<file path="src/rtl/alu_add_sub_pipe.sv">
// alu_add_sub_pipe: pipelined carry-lookahead adder/subtractor with valid/ready handshake and ALU flags
// Ports: clk; reset (async, active-low); in_valid/in_ready/a/b/sub/sign form the operand beat;
//        out_valid/out_ready/sum/zero/ovf/neg/lt form the result beat, held stable while stalled.
module alu_add_sub_pipe #(
  parameter int WIDTH = 32,
  parameter int SEG = 4,
  parameter int STAGES = 2
) (
  input  logic             clk,
  input  logic             reset,
  input  logic             in_valid,
  output logic             in_ready,
  input  logic [WIDTH-1:0] a,
  input  logic [WIDTH-1:0] b,
  input  logic             sub,
  input  logic             sign,
  output logic             out_valid,
  input  logic             out_ready,
  output logic [WIDTH-1:0] sum,
  output logic             zero,
  output logic             ovf,
  output logic             neg,
  output logic             lt
);
  localparam int G = WIDTH / SEG / STAGES;
  localparam int L = STAGES - 1;
  logic [WIDTH-1:0] a_q [STAGES], b_q [STAGES], s_q [STAGES];
  logic [WIDTH-1:0] a_d [STAGES], b_d [STAGES], s_d [STAGES];
  logic c_q [STAGES], sub_q [STAGES], sign_q [STAGES];
  logic c_d [STAGES], sub_d [STAGES], sign_d [STAGES];
  logic [STAGES-1:0] v_q, v_d;
  logic [STAGES:0] rdy;
  logic zero_q, ovf_q, neg_q, lt_q, zero_d, ovf_d, neg_d, lt_d, c_msb;
  // One SEG-bit lookahead group: returns {carry out, sum bits}
  function automatic logic [SEG:0] cla(input logic [SEG-1:0] x, input logic [SEG-1:0] y, input logic ci);
    logic [SEG-1:0] p, g;
    logic [SEG:0] c;
    p = x ^ y;
    g = x & y;
    c[0] = ci;
    for (int i = 0; i < SEG; i++) c[i+1] = g[i] | (p[i] & c[i]);
    return {c[SEG], p ^ c[SEG-1:0]};
  endfunction
  always_comb begin
    rdy[STAGES] = out_ready;
    for (int k = L; k >= 0; k--) rdy[k] = ~v_q[k] | rdy[k+1];
    // Subtraction feeds ~b with the +1 entering as the carry-in of group 0
    v_d[0] = in_valid;
    a_d[0] = a;
    b_d[0] = sub ? ~b : b;
    s_d[0] = '0;
    c_d[0] = sub;
    sub_d[0] = sub;
    sign_d[0] = sign;
    for (int k = 1; k < STAGES; k++) begin
      v_d[k] = v_q[k-1];
      a_d[k] = a_q[k-1];
      b_d[k] = b_q[k-1];
      s_d[k] = s_q[k-1];
      c_d[k] = c_q[k-1];
      sub_d[k] = sub_q[k-1];
      sign_d[k] = sign_q[k-1];
    end
    // c_d[k] enters as the stage carry-in and leaves as its carry-out
    for (int k = 0; k < STAGES; k++)
      for (int j = k * G; j < (k + 1) * G; j++)
        {c_d[k], s_d[k][j*SEG +: SEG]} = cla(a_d[k][j*SEG +: SEG], b_d[k][j*SEG +: SEG], c_d[k]);
    // Carry into the MSB recovered from the MSB sum bit
    c_msb = a_d[L][WIDTH-1] ^ b_d[L][WIDTH-1] ^ s_d[L][WIDTH-1];
    zero_d = s_d[L] == '0;
    ovf_d = sign_d[L] ? c_msb ^ c_d[L] : sub_d[L] ^ c_d[L];
    neg_d = sign_d[L] & s_d[L][WIDTH-1];
    lt_d = sub_d[L] & (sign_d[L] ? s_d[L][WIDTH-1] ^ c_msb ^ c_d[L] : ~c_d[L]);
  end
  always_ff @(posedge clk or negedge reset) begin
    if (!reset) begin
      v_q <= '0;
      for (int k = 0; k < STAGES; k++) begin
        a_q[k] <= '0;
        b_q[k] <= '0;
        s_q[k] <= '0;
        c_q[k] <= 1'b0;
        sub_q[k] <= 1'b0;
        sign_q[k] <= 1'b0;
      end
      {zero_q, ovf_q, neg_q, lt_q} <= '0;
    end else begin
      for (int k = 0; k < STAGES; k++) begin
        if (rdy[k]) v_q[k] <= v_d[k];
        // Payload loads only with a real beat so an empty pipeline keeps its last result
        if (rdy[k] & v_d[k]) begin
          a_q[k] <= a_d[k];
          b_q[k] <= b_d[k];
          s_q[k] <= s_d[k];
          c_q[k] <= c_d[k];
          sub_q[k] <= sub_d[k];
          sign_q[k] <= sign_d[k];
        end
      end
      if (rdy[L] & v_d[L]) {zero_q, ovf_q, neg_q, lt_q} <= {zero_d, ovf_d, neg_d, lt_d};
    end
  end
  assign in_ready = rdy[0];
  assign out_valid = v_q[L];
  assign sum = s_q[L];
  assign zero = zero_q;
  assign ovf = ovf_q;
  assign neg = neg_q;
  assign lt = lt_q;
endmodule

</file>
<file path="config.mk">
export PLATFORM = sky130hd
export DESIGN_NAME = alu_add_sub_pipe
export DESIGN_NICKNAME = d
export VERILOG_FILES = /design/src/rtl/alu_add_sub_pipe.sv
export SDC_FILE = /design/constraint.sdc
export NUM_CORES = 1
export LEC_CHECK = 0
export CORE_ASPECT_RATIO = 0.9
export CORE_MARGIN = 2
export CORE_UTILIZATION = 40
export DETAILED_ROUTE_END_ITERATION = 8
export PLACE_DENSITY = 0.64
export SKIP_CTS_REPAIR_TIMING = 1
export SYNTH_ARGS = -nofsm -noshare
export SYNTH_HDL_FRONTEND = slang
export SYNTH_SLANG_ARGS = --single-unit
</file>
<file path="constraint.sdc">
create_clock -name clk -period 19.9 [get_ports clk]
set_input_delay 2.985 -clock clk [delete_from_list [all_inputs] [get_ports clk]]
set_output_delay 2.985 -clock clk [all_outputs]
set_load 0.05 [all_outputs]
</file>
## Word level (Yosys, flattened, before mapping)

Index checks and enable logic that the tools add are counted.

- Mux-type cells: 3
- Bitwise gates (word level): 104
- Reductions and logical operators: 1

Operators with widths:

| cell | number |
|---|---|
| XOR 4 bit | 16 |
| AND 1 bit | 36 |
| bitwise OR 1 bit | 34 |
| AND 4 bit | 8 |
| zero test 32 bit | 1 |
| two-way mux 32 bit | 1 |
| NOT 32 bit | 1 |
| XOR 1 bit | 6 |
| NOT 1 bit | 3 |
| two-way mux 1 bit | 2 |

- Register bits: 121
- Logic and storage cells: 121

## Longest topological paths before layout

Gate-level depths: netlist of the first run.

- Depth in word-level cells: 37
- Depth in mapped cells: 23

## Least setup slack after synthesis of the first run

Ideal clock, no wire load.

- Path type: input to register
- Start: input port sub
- End: register s_q, in the netlist s_d[15]
- Data arrival time: 10.077 ns
- Required time: 19.775 ns
- Slack: 9.698 ns
- Stages: 20
- Cells stage by stage: buf_2 > buf_2 > mux2i_1 > fa_1 > fa_1 > fa_1 > fa_1 > fa_1 > fa_1 > fa_1 > fa_1 > fa_1 > fa_1 > fa_1 > fa_1 > fa_1 > fa_1 > inv_1 > fa_1 > mux2_2

RTL lines:

| what | line | source |
|---|---|---|
| start: declaration | 15 | `input logic sub,` |
| end signal: indexed assignment | 94 | `s_q[k] <= s_d[k];` |
| end: declaration | 27 | `logic [WIDTH-1:0] a_q [STAGES], b_q [STAGES], s_q [STAGES];` |

==> results.cfg, run 1 <==
[yosys]
synth-seq-area-share_pct = 48.1
ys_seq_elements = 89
synthTopCellsByArea = dfrtp_1, mux2_4, fa_1
synth_top_area_cell = dfrtp_1
synth_cell_types = 27
yosysWarnings = 0
synthCells = 339
synth_nets = 442
synth_top_area_share_pct = 48.1
syn_area_sq_um = 4630
syn_avg_cell_area_sq_um = 13.7

[routing]
drt_pass1_iterations = 6
ant_nets = 0
vias = 2775
wl_per_cell_um = 15.4
routed_via_density = 4.59
drc = 0
routed_wirelength_mm = 9.30
drt_first_iter_violations = 108

[grt]
grt_pass1_wl_mm = 15.7
antenna_found_initial = 0
grt_usage_pct = 15.9
first_global_vias = 3093
grt_max_degree = 83
grt_overflow_total = 0

[floorplanning]
dieArea_sq_um = 12500
initial_core_util_pct = 40.8
num_rows = 37
die_w_um = 117
core_sq_um = 11300
pin_count = 108
die_h_um = 106

[place]
gp_congestion = 0.758
io_buffers = 107
dp_hpwl_mm = 6.88

[pwr]
internal_power_mw = 0.501
vdd_drop_max_v = 0.0000610
pwr_density_cell_nw_per_um2 = 131
switching_share_pct = 37.5
switchingPower_mw = 0.301
p_leak_nw = 2.69
power.total_mw = 0.802
p_clk_share_pct = 23.0
p_seq_share_pct = 34.0
p_comb_share_pct = 43.0

[critical_path]
crit_path_frequent_cell = fa_1
crit_required_ns = 20.11
cpLargestDelayFamily = adder cells
path_max_fanout = 33
rr_startpoint = a_d[16]$_DFFE_PN0P_
crit_chain = buf_2, buf_4, mux2i_1, fa_1, fa_1, fa_1, fa_1, fa_1, fa_1, fa_1, fa_1, fa_1, fa_1, fa_1, fa_1, fa_1, fa_1, inv_1, fa_1, mux2_2
crit_start = sub
cp.buffers_inverters = 3
critPathKind = input port to register
critPathMaxStageDelay_ns = 0.47
worstPathArrival_ns = 10.52
cp-start-kind = input port
slowest_stage = fa_1
end_kind = register

[clock_network]
cts_made_buffers = 9
cts_sinks = 89
cts_tree = yes
clock_latency_ns = 0.33
cts.reportedPaths.clkPinSlew_ns = 0.06
cts_root_buffer = clkbuf_16
htreeDepth = 3
max-clock-path-buffers = 2

[sta]
slew_viol_final = 0
relSlewSlack_pct = 44.1
finClkSkew_ns = 0.00502
max_freq_mhz = 97.0
final-setup-viol-count = 0
timing.setup.tns_ns = 0
final-hold-violation-count = 0
rsz0062_at_grt = no
finalCritPeriodShare_pct = 51.8
hold_ws_ns = 0.474
period_needed_ns = 10.31
worst_slew_pin_slew_ns = 0.838

[layout]
utilization_pct = 53.8
area_delta_synth_final_pct = 31.8
fin_nets = 547
insertedDiodeCount = 0
drive_gt1_share_pct = 16.3

[hold_path]
min-delay-start = sum[31]$_DFFE_PN0P_
hp-class = register to register

[job]
max-cap-violations = 0

[status]
outcome = completed
## worst paths after layout
path | endpoint | cells past startpoint | slack (ns)
worst max-delay path | s_d[15]$_DFFE_PN0P_ | 20 | 9.59
worst min-delay path | sum[31]$_DFFE_PN0P_ | 2 | 0.47
worst max register to register | ovf$_DFFE_PN0P_ | 23 | 12.31
worst min register to register | sum[31]$_DFFE_PN0P_ | 2 | 0.47
max in group asynchronous | s_d[8]$_DFFE_PN0P_ | 2 | 16.23
min in group asynchronous | a_d[23]$_DFFE_PN0P_ | 1 | 2.53
## cells by family after synthesis
family | synth area share, %
xor gates and xnor gates | 6.43
AOI/OAI and AO/OA | 4.13
muxes | 16.5
adders and majority gates | 14.1
DFF | 48.1
buffers and inverters | 4.78
and+or+nand+nor | 5.94
## synthesized netlist by cell type
cell type / number
inv_1: 22
nand3b_4: 1
clkbuf_2: 1
nor2_1: 3
nand2_1: 35
nand2_2: 1
nand2b_1: 4
buf_4: 4
a22o_1: 1
buf_6: 3
nor3_1: 1
dfrtp_1: 89
nand2_8: 1
mux2_2: 4
nand4_1: 2
mux2_4: 46
o31ai_1: 1
a21oi_1: 2
xor2_1: 3
mux2i_1: 3
o21ai_0: 33
xnor2_1: 31
fa_1: 32
ha_1: 1
nor4_1: 7
buf_12: 2
buf_2: 6
## cell type report
cell class / count / area (sq um)
flip-flops and latches: 89 / 2230
fillers: 997 / 5240
clock inverters: 4 / 75.1
multi-input cells: 212 / 2180
inverters: 22 / 82.6
repair buffers: 110 / 1090
clock buffers: 12 / 256
well taps: 156 / 195
## sequential cells by signal (all words and copies together) (netlist names), 2 cells and up
signal / count
a_d: 16
b_d: 16
s_d: 16
sum: 32
v_q: 2
## stage by stage
| step | cell area (sq um) | std cells | setup slack, ns |
|---|---|---|---|
| after floorplan | 4630 | 339 | 9.70 |
| after global placement | 5770 | 589 | 9.37 |
| after detailed placement | 5770 | 589 | 9.19 |
| after CTS | 6110 | 605 | 9.52 |
| after global routing | 6110 | 605 | 9.22 |
| final | 6110 | 605 | 9.59 |
## cells in the final DEF (no fill, tap or decap), types with 3 or more instances in the layout
| cell | n |
|---|---|
| mux2_2 | 4 |
| o21ai_0 | 33 |
| nand2b_1 | 4 |
| xnor2_1 | 31 |
| clkbuf_16 | 9 |
| mux2i_1 | 3 |
| fa_1 | 32 |
| nor4_1 | 7 |
| mux2_4 | 46 |
| buf_4 | 4 |
| clkdlybuf4s50_1 | 105 |
| xor2_1 | 3 |
| inv_1 | 22 |
| nor2_1 | 3 |
| nand2_1 | 35 |
| dfrtp_1 | 89 |
## worst reg2reg max path, cell delays in order (launching register included)
cell,delay [ns]
dfrtp_1,0.38
inv_1,0.08
fa_1,0.17
inv_1,0.05
fa_1,0.38
fa_1,0.40
fa_1,0.40
fa_1,0.39
fa_1,0.40
fa_1,0.39
fa_1,0.41
fa_1,0.42
fa_1,0.41
fa_1,0.41
fa_1,0.40
fa_1,0.39
fa_1,0.39
fa_1,0.40
inv_1,0.12
fa_1,0.48
xnor2_1,0.16
mux2i_1,0.18
xnor2_1,0.15
o21ai_0,0.09
## power groups by stage
stage,Sequential [mW],Combinational [mW],Clock (mW)
floorplan,0.377,0.126,0
global placement,0.275,0.342,0
detailed placement,0.276,0.349,0
CTS,0.274,0.349,0.190
global route,0.280,0.368,0.198
finish,0.273,0.345,0.184
## per-layer routing
metal  track usage [%]  routed length, um
met5                 0                  0
met4              4.73                125
met3              3.65                382
met2              26.4               4560
met1              21.1               4240
Power figures use the tool's default switching activity.
==> run 2: changes to the inputs <==
Clock period 19.9 ns to 9.8 ns, I/O delays scaled along.
==> run 2 against run 1 <==
Net effect:
- flip-flop and latch count is the same
- sequential share of layout area grew 0.17 points
- critical endpoint unchanged
- non-clock buffer count unchanged
- core utilization fell by 0.25 points
- clock power rose by 89%
- sequential power increased by 100%
- count of clock-buffer cells in the layout shrank 3
- clock skew grew 0.0057 ns
- via count up 0.43%
==> results.cfg, run 2 (same netlist as run 1, synthesis figures left out) <==
[clock_network]
clock_latency_ns = 0.33
max-clock-path-buffers = 2
cts_sinks = 89
cts.reportedPaths.clkPinSlew_ns = 0.06
cts_root_buffer = clkbuf_16
cts_made_buffers = 9
htreeDepth = 3
cts_tree = yes

[critical_path]
slowest_stage = clkdlybuf4s50_1
critPathMaxStageDelay_ns = 0.51
end_kind = register
rr_startpoint = a_d[16]$_DFFE_PN0P_
cpLargestDelayFamily = adder cells
critPathKind = input port to register
r2r_slack_ns = 2.16
crit_start = b[0]
crit_path_frequent_cell = fa_1
crit_chain = clkdlybuf4s50_1, mux2i_1, fa_1, fa_1, fa_1, fa_1, fa_1, fa_1, fa_1, fa_1, fa_1, fa_1, fa_1, fa_1, fa_1, fa_1, inv_1, fa_1, mux2_2
path_max_fanout = 2
crit_required_ns = 10.02
cp-start-kind = input port
cp.buffers_inverters = 2
worstPathArrival_ns = 8.82

[routing]
drt_pass1_iterations = 3
drc = 0
ant_nets = 0
routed_via_density = 4.61
drt_first_iter_violations = 108
routed_wirelength_mm = 9.44
wl_per_cell_um = 15.6
vias = 2787

[sta]
hold_ws_ns = 0.480
finalCritPeriodShare_pct = 87.7
period_needed_ns = 8.60
max_freq_mhz = 116
relSlewSlack_pct = 55.3
timing.setup.tns_ns = 0
worst_slew_pin_slew_ns = 0.671
final-hold-violation-count = 0
finClkSkew_ns = 0.0107
final-setup-viol-count = 0
rsz0062_at_grt = no
slew_viol_final = 0

[place]
dp.cells = 589
placed_cell_area_sq_um = 5770
dp_hpwl_mm = 7.02
io_buffers = 107
gp_congestion = 0.766

[grt]
first_global_vias = 3045
grt_pass1_wl_mm = 15.8
antenna_found_initial = 0
grt_usage_pct = 16.3
grt_max_degree = 83
grt_overflow_total = 0

[floorplanning]
core_sq_um = 11300
die_w_um = 117
initial_core_util_pct = 40.8
dieArea_sq_um = 12500
pin_count = 108
num_rows = 37
die_h_um = 106

[layout]
final_cells = 605
largest_reg_flops = 32
drive_gt1_share_pct = 16.5
layout_commonest_cell = clkdlybuf4s50_1
fill_cells = 987
seq_area_sq_um = 2230
final_cell_area_sq_um = 6080
mostFrequentLayoutCells = clkdlybuf4s50_1, dfrtp_1, mux2_4
fin_nets = 547
multiInputGateArea_sq_um = 2180
area_delta_synth_final_pct = 31.2
insertedDiodeCount = 0

[hold_path]
hp-class = register to register
min-delay-start = neg$_DFFE_PN0P_

[job]
max-cap-violations = 0

[status]
outcome = completed

[pwr]
pwr_density_cell_nw_per_um2 = 264
vdd_drop_max_v = 0.000116
p_leak_nw = 2.69
power.total_mw = 1.60
## run 2: cell count changes in the layout (fill, tap and decap cells not counted), sizes merged
cell,change
bufinv,-1
clkbuf,-3
clkinv,+4
clkinvlp,-2
inv,+2
## run 2: final timing paths
| check | cells after the start | to |
|---|---|---|
| setup reg to reg | 23 | ovf$_DFFE_PN0P_ |
| setup / recovery | 19 | s_d[15]$_DFFE_PN0P_ |
| min in group asynchronous | 1 | b_d[23]$_DFFE_PN0P_ |
| hold reg to reg | 2 | neg$_DFFE_PN0P_ |
| max in group asynchronous | 2 | ovf$_DFFE_PN0P_ |
| hold / removal | 2 | neg$_DFFE_PN0P_ |
## run 2: routing by layer
| layer | global-route usage (%) | vias up | share of wire [%] |
|---|---|---|---|
| met1 | 22.0 | 1401 | 46 |
| li1 | - | 1319 | - |
| met3 | 3.06 | 11 | 3.6 |
| met5 | 0 | - | 0 |
| met2 | 26.4 | 56 | 49 |
| met4 | 6.45 | 0 | 1.7 |
## run 2: cell type report
type / count / area share (%)
Timing Repair Buffer: 110 / 17.9
Sequential cell: 89 / 36.6
Inverter: 22 / 1.36
Tap cell: 156 / 3.21
Clock inverter: 7 / 1.28
Clock buffer: 9 / 3.71
Multi-Input combinational cell: 212 / 35.9
## run 2: through the flow
step	util, %	setup WS [ns]
2_1_floorplan	-	1.11
3_3_place_gp	50.9	0.929
3_5_place_dp	50.9	0.798
4_1_cts	53.6	1.15
5_1_grt	53.6	0.886
6_report	53.6	1.20
## run 2: tightest hold or removal path, cell delays in order, from the launching register on
cell     delay, ns
dfrtp_1       0.34
nand2_1       0.05
o21ai_0       0.06
## run 2: report_power, final
part	switching (mW)	total [mW]	internal (mW)
Sequential	0.0804	0.554	0.474
Combinational	0.395	0.703	0.308
Clock	0.148	0.348	0.200
Total	0.623	1.60	0.981
==> run 3: changes to the inputs <==
Settings changed: DONT_BUFFER_PORTS set to 1, PLACE_DENSITY 0.64 to 0.52, SETUP_SLACK_MARGIN set to 0.05.
==> run 3 against run 2 <==
Net effect:
- combinational power down 58%
- clock skew down 0.0030 ns
- critical path depth down 1
- worst setup slack improved by 0.56 ns
- die area unchanged
==> results.cfg, run 3 (same netlist as run 1, synthesis figures left out) <==
[status]
outcome = completed

[critical_path]
slowest_stage = fa_1
rr_startpoint = a_d[16]$_DFFE_PN0P_
crit_required_ns = 10.02
cp-start-kind = input port
critPathKind = input port to register
r2r_cells = 23
crit_chain = mux2i_1, fa_1, fa_1, fa_1, fa_1, fa_1, fa_1, fa_1, fa_1, fa_1, fa_1, fa_1, fa_1, fa_1, fa_1, inv_1, fa_1, mux2_2
cp.buffers_inverters = 1
r2r-end = ovf$_DFFE_PN0P_
crit_path_frequent_cell = fa_1
cpLargestDelayFamily = adder cells
end_kind = register
path_max_fanout = 2
worstPathArrival_ns = 8.26
critPathMaxStageDelay_ns = 0.43
r2r_slack_ns = 2.28

[layout]
insertedDiodeCount = 0
final_cells = 496
fin_nets = 438
utilization_pct = 43.8
largest_reg_flops = 32
drive_gt1_share_pct = 20.3
layout_commonest_cell = dfrtp_1
fill_cells = 1027
area_delta_synth_final_pct = 7.29
mostFrequentLayoutCells = dfrtp_1, mux2_4, nand2_1

[sta]
finalCritPeriodShare_pct = 82.0
period_needed_ns = 8.04
final-hold-violation-count = 0
rsz0062_at_grt = no
finClkSkew_ns = 0.00772
relSlewSlack_pct = 54.3
final-setup-viol-count = 0
timing.setup.tns_ns = 0
max_freq_mhz = 124
slew_viol_final = 0
worst_slew_pin_slew_ns = 0.686

[floorplanning]
die_h_um = 106
initial_core_util_pct = 40.8
die_w_um = 117
pin_count = 108
core_sq_um = 11300
num_rows = 37
dieArea_sq_um = 12500

[routing]
drt_pass1_iterations = 4
routed_wirelength_mm = 8.66
drc = 0
drt_first_iter_violations = 107
routed_via_density = 4.61
wl_per_cell_um = 17.5
ant_nets = 0
vias = 2285

[place]
gp_congestion = 0.764
dp_hpwl_mm = 6.27
io_buffers = 0
dp.cells = 480

[grt]
grt_usage_pct = 14.7
grt_overflow_total = 0
first_global_vias = 2476
antenna_found_initial = 0
grt_pass1_wl_mm = 14.0
grt_max_degree = 90

[clock_network]
cts_root_buffer = clkbuf_16
cts_tree = yes
cts.reportedPaths.clkPinSlew_ns = 0.06
clock_latency_ns = 0.33
max-clock-path-buffers = 2
cts_made_buffers = 9
htreeDepth = 3
cts_sinks = 89

[hold_path]
hp-class = register to register
worst_hold_path.num_cells = 1
min-delay-start = c_q[1]$_DFFE_PN0P_
whs_endpoint = c_q[1]$_DFFE_PN0P_

[pwr]
p_seq_share_pct = 56.5
p_clk_share_pct = 22.6
p_comb_share_pct = 21.0
p_leak_nw = 2.25
switchingPower_mw = 0.579
internal_power_mw = 0.826
vdd_drop_max_v = 0.000110
switching_share_pct = 41.2
pwr_density_cell_nw_per_um2 = 283

[job]
max-cap-violations = 0
## run 3: cell types whose count changed in the layout (fill, tap and decap cells not counted), sizes merged
cell | before | now
inv | 24 | 22
buf | 5 | 1
clkinvlp | 0 | 1
clkbuf | 9 | 11
clkdlybuf4s50 | 105 | 0
bufinv | 1 | 0
## run 3: area by class of cell
class	count	area (sq um)	area share, %
clock buffer	11	243	4.88
timing repair buffer	1	7.51	0.151
multi-input combinational	212	2180	43.9
tap	156	195	3.93
sequential	89	2230	44.8
clock inverter	5	31.3	0.629
inverter	22	82.6	1.66
## run 3: layer usage
layer  up-vias  global-route usage, %  wire, um
li1       1098                      -         -
met1      1119                   20.8      4190
met2        58                   20.8      3770
met3        10                   5.95       594
met4         0                   4.39       109
met5         -                      0         0
## run 3: metrics by stage
stage                     cell area, sq um  total power [mW]  hold WS (ns)  worst slack [ns]
final                                 4970              1.40         0.514              1.76
after global routing                  4970              1.48         0.527              1.47
after CTS                             4970              1.43         0.517              1.72
after detailed placement              4700              1.10         0.504              1.36
after global placement                4700              1.09         0.496              1.45
after floorplan                       4630              1.02         0.467              1.11
## run 3: how the worst max path moves through the flow
stage | startpoint | end | slack, ns | cells after the start
floorplan | sub | s_d[15]$_DFFE_PN0P_ | 1.11 | 20
global placement | b[0] | s_d[15]$_DFFE_PN0P_ | 1.45 | 18
detailed placement | b[0] | s_d[15]$_DFFE_PN0P_ | 1.36 | 18
CTS | b[0] | s_d[15]$_DFFE_PN0P_ | 1.72 | 18
global route | b[0] | s_d[15]$_DFFE_PN0P_ | 1.47 | 18
finish | b[0] | s_d[15]$_DFFE_PN0P_ | 1.76 | 18
## run 3: worst reg2reg max path, stage by stage, from the launching register on
cell and delay [ns]:
dfrtp_1 0.38, inv_1 0.08, fa_1 0.16, inv_1 0.05
fa_1 0.37, fa_1 0.40, fa_1 0.40, fa_1 0.41
fa_1 0.41, fa_1 0.39, fa_1 0.41, fa_1 0.42
fa_1 0.41, fa_1 0.40, fa_1 0.40, fa_1 0.39
fa_1 0.39, fa_1 0.36, inv_1 0.11, fa_1 0.50
xnor2_1 0.16, mux2i_1 0.16, xnor2_1 0.13, o21ai_0 0.09
## run 3: power by group through the flow
stage | logic (mW) | clock network (mW) | registers (mW)
3_3_place_gp | 0.293 | 0 | 0.801
4_1_cts | 0.300 | 0.328 | 0.798
5_1_grt | 0.332 | 0.343 | 0.811
6_report | 0.294 | 0.317 | 0.793
3_5_place_dp | 0.300 | 0 | 0.804
2_1_floorplan | 0.256 | 0 | 0.766
